<file path="src/rtl/prio_encoder_q.sv">
// Registered N-to-log2(N) priority encoder with sticky request capture and a
// valid/ready result port; selection is MSB-first, LSB-first or round-robin.
module prio_encoder_q #(
    parameter int N         = 8,
    parameter int PRIO_MODE = 0
) (
    input  logic                 clk,
    input  logic                 rst,
    input  logic [N-1:0]         req,
    input  logic [N-1:0]         mask,
    output logic [$clog2(N)-1:0] code,
    output logic                 valid,
    input  logic                 ready,
    output logic                 any_pending
);
    localparam int W = $clog2(N);

    typedef enum logic {IDLE, HOLD} state_t;

    state_t       state;
    logic [N-1:0] pend;
    logic [N-1:0] elig;
    logic [N-1:0] clr;
    logic [W-1:0] rr_ptr;
    logic [W-1:0] sel_hi;
    logic [W-1:0] sel_lo;
    logic [W-1:0] sel_rr;
    logic [W-1:0] sel;
    logic         found_lo;
    logic         found_rr;
    int unsigned  idx;

    assign elig        = pend & ~mask;
    assign any_pending = |pend;

    always_comb begin
        sel_hi   = '0;
        sel_lo   = '0;
        found_lo = 1'b0;
        for (int unsigned i = 0; i < N; i++) begin
            if (elig[i]) begin
                sel_hi = W'(i);
            end
            if (elig[i] && !found_lo) begin
                sel_lo   = W'(i);
                found_lo = 1'b1;
            end
        end
    end

    // Round-robin search starts just past the last granted index and wraps at N,
    // so unused code values of a non-power-of-two N can never be produced.
    always_comb begin
        sel_rr   = '0;
        found_rr = 1'b0;
        idx      = 0;
        for (int unsigned off = 1; off <= N; off++) begin
            idx = 32'(rr_ptr) + off;
            if (idx >= N) begin
                idx = idx - N;
            end
            if (elig[idx] && !found_rr) begin
                sel_rr   = W'(idx);
                found_rr = 1'b1;
            end
        end
    end

    always_comb begin
        case (PRIO_MODE)
            0:       sel = sel_hi;
            1:       sel = sel_lo;
            default: sel = sel_rr;
        endcase
    end

    always_comb begin
        clr = '0;
        if (valid && ready) begin
            clr[code] = 1'b1;
        end
    end

    always_ff @(posedge clk) begin
        if (rst) begin
            pend   <= '0;
            code   <= '0;
            valid  <= 1'b0;
            state  <= IDLE;
            rr_ptr <= W'(N - 1);
        end else begin
            pend <= (pend & ~clr) | req;
            case (state)
                IDLE: begin
                    if (|elig) begin
                        code  <= sel;
                        valid <= 1'b1;
                        state <= HOLD;
                    end
                end
                HOLD: begin
                    if (ready) begin
                        valid  <= 1'b0;
                        rr_ptr <= code;
                        state  <= IDLE;
                    end
                end
                default: begin
                    valid <= 1'b0;
                    state <= IDLE;
                end
            endcase
        end
    end
endmodule

</file>
<file path="config.mk">
export PLATFORM = sky130hd
export DESIGN_NAME = prio_encoder_q
export DESIGN_NICKNAME = d
export VERILOG_FILES = /design/src/rtl/prio_encoder_q.sv
export SDC_FILE = /design/constraint.sdc
export NUM_CORES = 1
export LEC_CHECK = 0
export CORE_AREA = 10 10 47 49
export DETAILED_ROUTE_END_ITERATION = 7
export DIE_AREA = 0 0 57 59
export DONT_BUFFER_PORTS = 1
export PLACE_DENSITY_LB_ADDON = 0.3
export SLEW_MARGIN = 25
export SYNTH_ARGS = -nofsm -noshare
export SYNTH_HDL_FRONTEND = slang
export SYNTH_SLANG_ARGS = --single-unit
</file>
<file path="constraint.sdc">
create_clock -name clk -period 3.6 [get_ports clk]
set_input_delay 0 -clock clk [delete_from_list [all_inputs] [get_ports clk]]
set_output_delay 0 -clock clk [all_outputs]
set_load 0.005 [all_outputs]
</file>
# After elaboration in Yosys (flattened, before gate mapping)
# Cells that the tools add are included.
word_totals:
  wordCells: 36
  output_inout_bits: 5
  ff_bits: 13
op_classes:
  bitwise_logic: 6
  order_cmp: 2
  n_eq_ne: 2
  reduce_logical: 6
  mux: 16
ops:
  columns: ["cell", "count"]
  rows:
  - ["8-bit AND", 2]
  - ["8-bit inverter", 2]
  - ["8-bit OR reduction", 2]
  - ["3-bit 2-to-1 mux", 5]
  - ["8-bit 2-to-1 mux", 1]
  - ["8-bit bitwise OR", 1]
  - ["1-bit 2-to-1 mux", 6]
  - ["3-bit by 4-bit less-than comparator with 1-bit output (second input constant)", 1]
  - ["2-bit inequality test (second input constant)", 2]
  - ["1-bit case mux with 2 select lines", 2]
  - ["2-bit AND reduction", 2]
  - ["1-bit demux with 3-bit select", 1]
  - ["3-bit by 1-bit greater-or-equal comparator with 1-bit output (second input constant)", 1]
  - ["1-bit logical AND", 2]
  - ["2-bit 2-to-1 mux", 1]
  - ["1-bit inverter", 1]

# Longest topological paths before layout
logic_depth:
  word_depth: 9
  depth_mapped: 4
  depth_no_buf: 4

# Worst setup path after synthesis
# OpenSTA, ideal clock, no wires.
synth_timing:
  path_type: "register -> register"
  start: "reg pend[2]"
  end: "reg code[1]"
  required_time_ns: 3.479
  n_path_buf: 0
  period_less_slack_ns: 1.272
  stages_incl_launch_ff: 5
  arrival_time_ns: 1.151
  slack_ns: 2.328
  path_cell_list: "dfxtp_1 -> nor2b_4 -> and4b_4 -> a21oi_2 -> mux2_4"
synth_via:
  elab_chain_len: 7
  elab_cells_between_ends: 9
  cone_classes: "mux (6); bitwise (1); reduce/logical (2)"
synth_lines:
  columns: ["item", "line_no", "source"]
  rows:
  - ["start, declared", "21", "logic [N-1:0] pend;"]
  - ["start signal, assigned", "92", "pend <= (pend & ~clr) | req;"]
  - ["8-bit AND (*)", "33", "assign elig = pend & ~mask;"]
  - ["2-bit 2-to-1 mux", "41", "if (elig[i]) begin"]
  - ["3-bit 2-to-1 mux (5 in a row)", "41", null]
  - ["end signal, assigned", "96", "code <= sel;"]
  - ["end, declared", "11", "output logic [$clog2(N)-1:0] code,"]
# Mark *: on every way between the ends. The rest lies on a longest branch, timed or not.
# A chain may end at the register's enable or synchronous reset.

# Final worst setup path
layout_timing:
  start: "reg code[0]"
  end: "reg pend[2]"
layout_via:
  elab_chain_len: 8
  elab_cells_between_ends: 9
  cone_classes: "order compare (2); mux (3); bitwise (3); reduce/logical (1)"
layout_lines:
  columns: ["item", "line_no", "source"]
  rows:
  - ["3-bit by 4-bit less-than comparator with 1-bit output (not written as such) / 3-bit by 1-bit greater-or-equal comparator with 1-bit output (equally long branches)", "80", "clr[code] = 1'b1;"]
  - ["1-bit logical AND (not written as such)", "80", null]
  - ["1-bit 2-to-1 mux (not written as such)", "80", null]
  - ["1-bit demux with 3-bit select (*)", "80", null]
  - ["8-bit 2-to-1 mux (*)", "79", "if (valid && ready) begin"]
  - ["8-bit inverter (*)", "92", null]
  - ["8-bit AND (*)", "92", null]
  - ["8-bit bitwise OR (*)", "92", null]
# Marked as above.

==> run summary <==
The later pin in the worst-skew pair is clocked with a latency of 0.29 ns. The half-perimeter wire length of the detailed placement result came out at 1.28 mm. Measured against the total synthesized area, the mux share comes to 2.28%. The number of cells traversed by the worst hold path is 2. The highest net fanout along the worst path came out at 5.

The synthesized area per cell came out at 8.44 um2. The proportion of synthesized chip area in sequential cells came out at 39.5%. The clock-pin slew on the worst setup and hold paths came out at 0.09 ns. The worst setup skew after layout came out at 0.00754 ns. The internal portion of total power is 0.232 mW.

IR analysis of the VDD net gives a maximum drop of 0.000302 V. The via count of the first global-routing pass came out at 582. The number of maximum-capacitance violations came out at 0. The number of pins with negative max-slew slack in the final report came out at 0.

The sequential cells in the finished layout cover a total of 260 um2. In this run, CTS created clock tree buffers numbering 3. The total iterations of the first detailed-routing run is 5.

The die boundary width is 57 um. The post-layout minimum cycle time came out at 1.60 ns. The total routing usage reported by global routing is 10.8%. The number of standard-cell rows in the floorplan is 14. The clock tree from TritonCTS is done. Combinational logic is responsible for 18.0% of the overall power. The post-synthesis compound-gate area fraction came out at 25.5%.

Summed over all nets, the switching power comes to 0.0957 mW. The dominant combinational cell family by area after synthesis is simple AND/OR/NAND/NOR gates. The antenna cell count is 0. The number of port buffers came out at 0. The number of fill cells in the layout came out at 142. STA puts the critical path data arrival time at 1.78 ns. The worst relative slew slack is 69.0%. Setup repair after global routing left no endpoint under its margin.

The mean number of vias per cell came out at 5.79. The worst setup path is launched from a flip-flop. Clock tree synthesis selected as its root buffer the cell sky130_fd_sc_hd__clkbuf_4. The final routed wirelength across all metal layers is 1.78 mm.

The run finished with clean final reports. The share of power burned in the clock network is 28.5%. The core area is 1400 um2. The switching part of the total power came out at 29.2%. The worst hold path begins at rst.

Synthesis produced 78 cells. The final layout contains 111 nets. The count of H-tree levels built during CTS came out at 1. The data required time at the worst endpoint came out at 3.78 ns. In this run the critical register-to-register path is launched from code[0]. The total nets after synthesis is 97. The detailed-route DRC error count came out at 0.

The final clock period utilization by the worst path came out at 44.3%. The initial antenna violation count is 0. The initial detailed-routing violation count came out at 14.

The endpoint type of the worst setup path is a flip-flop. The adder-cell share of the synthesized area is 0%. The register share of total power is 53.5%. The number of distinct library cells after synthesis came out at 29.

The floorplan step set the die height to 59 um. From synthesis to final layout, the design area changed by 21.9%. The min-delay analysis places its worst path in the category in2reg.

The wire length of the first global-routing pass is 2.82 mm. The area of combinational cells with multiple inputs came out at 368 um2. The total setup violations reported at the end of the flow is 0. The starting utilization of the core area is 47.0%. Entering global routing, the biggest net connects 13 pins. Global routing finished with a remaining overflow of 0. Tracing the worst setup path back leads to its startpoint at code[0].

The Yosys step of the flow raised 0 warnings. The type of the setup path with the least slack is reg2reg. The final hold violation count is 0. The post-synthesis register bit count is 13. The number of buffers on the longest clock path is 2. The simple-gate portion of the synthesized area came out at 28.1%.

The total power draw is 0.328 mW. The number of vias after detailed routing came out at 620. For the pin with the worst max-slew slack, the measured transition is 0.464 ns. Power spread over the standard cell area amounts to 409 nW/um2.

Dividing the detail-routed wire length by the instance count gives 16.7 um. The total die area came out at 3360 um2. The number of sinks handled by clock tree synthesis came out at 13.

The leakage power total came out at 0.318 nW. The post-detailed-route count of antenna-violating nets came out at 0. The xor/xnor cell area share of the yosys netlist is 0%.

The worst register-to-register path has a depth of 4. The netlist area before placement is 658 um2. The I/O pin count came out at 24.

The fraction of layout instances using a drive strength above 1 is 12.1%. The total negative slack for setup checks came out at 0 ns. The peak clock frequency supported by timing is 0.626 GHz. The number of gates resized after CTS was 0. The congestion estimate from routability-driven global placement came to 0.755.
## area by class of cell
class	count	share of cell area [%]
clock buffers	3	2.81
clock inverters	1	0.624
inverters	7	3.28
multi-input cells	57	45.9
flip-flops and latches	13	32.4
well taps	16	2.50
repair buffers	10	12.5
## sequential cells by signal, summed over array words and instances (netlist names)
name   cells
code       3
pend       8
state      1
valid      1
## logic make-up (layout without fill, tap and decap cells)
family,after synthesis,in the layout
flops,13,13
mux,1,1
buf+inv,8,21
simple gates,28,28
compound gates,28,28
## worst max-delay path, cell delays in order (launching register included)
cell and delay, ns:
sky130_fd_sc_hd__dfxtp_1 0.37, sky130_fd_sc_hd__nand3b_1 0.27, sky130_fd_sc_hd__o21ai_0 0.21, sky130_fd_sc_hd__a21oi_1 0.09, sky130_fd_sc_hd__dlygate4sd3_1 0.57
## power groups by stage
| stage | clock network [mW] | registers (mW) | logic, mW |
|---|---|---|---|
| floorplan | 0 | 0.172 | 0.0427 |
| global placement | 0 | 0.179 | 0.0471 |
| detailed placement | 0 | 0.179 | 0.0472 |
| CTS | 0.0953 | 0.176 | 0.0587 |
| global route | 0.103 | 0.178 | 0.0651 |
| finish | 0.0935 | 0.175 | 0.0590 |
## metrics by stage
| stage | utilization, % | instance area [um2] | hold slack [ns] | worst slack [ns] | std cells |
|---|---|---|---|---|---|
| 2_1_floorplan | - | 658 | 0.117 | 2.33 | 78 |
| 3_3_place_gp | 48.1 | 674 | 0.0716 | 2.29 | 93 |
| 3_5_place_dp | 48.1 | 674 | 0.0735 | 2.26 | 93 |
| 4_1_cts | 57.2 | 802 | 0.0238 | 2.01 | 107 |
| 5_1_grt | 57.2 | 802 | 0.0224 | 1.95 | 107 |
| 6_report | 57.2 | 802 | 0.0314 | 2.00 | 107 |
## cell usage in the layout, fill, tap and decap left out, drive strengths merged
cell         instances
a211o                1
a21boi               1
a21oi               10
a31oi                2
a41oi                1
and2b                1
and3                 1
and4                 1
and4b                1
clkbuf               3
clkinv               1
dfxtp               13
dlygate4sd3         10
inv                  7
mux2                 1
nand2                4
nand2b               9
nand3                1
nand3b               1
nor2                 2
nor2b                3
nor4                 2
o211ai               1
o21a                 2
o21ai                9
o32ai                1
or3                  2
## Yosys cell counts
| cell type | instances | area, um2 |
|---|---|---|
| sky130_fd_sc_hd__clkbuf_1 | 1 | 3.75 |
| sky130_fd_sc_hd__a211o_1 | 1 | 8.76 |
| sky130_fd_sc_hd__o32ai_1 | 1 | 8.76 |
| sky130_fd_sc_hd__and3_1 | 1 | 6.26 |
| sky130_fd_sc_hd__nor2_1 | 2 | 7.51 |
| sky130_fd_sc_hd__and4b_4 | 1 | 13.8 |
| sky130_fd_sc_hd__nand3_1 | 1 | 5.00 |
| sky130_fd_sc_hd__and4_4 | 1 | 11.3 |
| sky130_fd_sc_hd__o21a_1 | 2 | 15.0 |
| sky130_fd_sc_hd__nor2b_4 | 1 | 13.8 |
| sky130_fd_sc_hd__o21ai_1 | 1 | 5.00 |
| sky130_fd_sc_hd__o211ai_1 | 1 | 7.51 |
| sky130_fd_sc_hd__a21boi_0 | 1 | 7.51 |
| sky130_fd_sc_hd__nor4_1 | 2 | 12.5 |
| sky130_fd_sc_hd__a21oi_1 | 9 | 45.0 |
| sky130_fd_sc_hd__inv_1 | 7 | 26.3 |
| sky130_fd_sc_hd__o21ai_0 | 8 | 40.0 |
| sky130_fd_sc_hd__a41oi_1 | 1 | 8.76 |
| sky130_fd_sc_hd__mux2_4 | 1 | 15.0 |
| sky130_fd_sc_hd__a31oi_1 | 2 | 12.5 |
| sky130_fd_sc_hd__dfxtp_1 | 13 | 260 |
| sky130_fd_sc_hd__nand3b_1 | 1 | 7.51 |
| sky130_fd_sc_hd__nand2b_2 | 1 | 8.76 |
| sky130_fd_sc_hd__a21oi_2 | 1 | 8.76 |
| sky130_fd_sc_hd__nand2b_1 | 8 | 50.1 |
| sky130_fd_sc_hd__nor2b_1 | 2 | 12.5 |
| sky130_fd_sc_hd__or3_1 | 2 | 12.5 |
| sky130_fd_sc_hd__nand2_1 | 4 | 15.0 |
| sky130_fd_sc_hd__and2b_2 | 1 | 8.76 |
## final timing paths
kind,to,slack [ns]
min reg2reg,pend[5],0.50
max reg2reg,pend[2],2.00
min,code[1],0.03
max,pend[2],2.00
## layer usage
metal  GRT usage, %  routed length [um]  share of wire, %  vias to the layer above
met5              0                   0                 0                        -
met4           5.03                  31               1.7                        0
met3           6.65                 168               9.4                        4
met2           17.8                 871                49                       22
met1           10.7                 713                40                      290
li1               -                   -                 -                      304
## repair_timing
| action | in CTS | in global routing |
|---|---|---|
| setup endpoints to repair | 0 | 0 |
| buffers inserted | 0 | 0 |
| hold endpoints to repair | 12 | 0 |
| hold buffers | 10 | 0 |
Power figures use the tool's default switching activity.
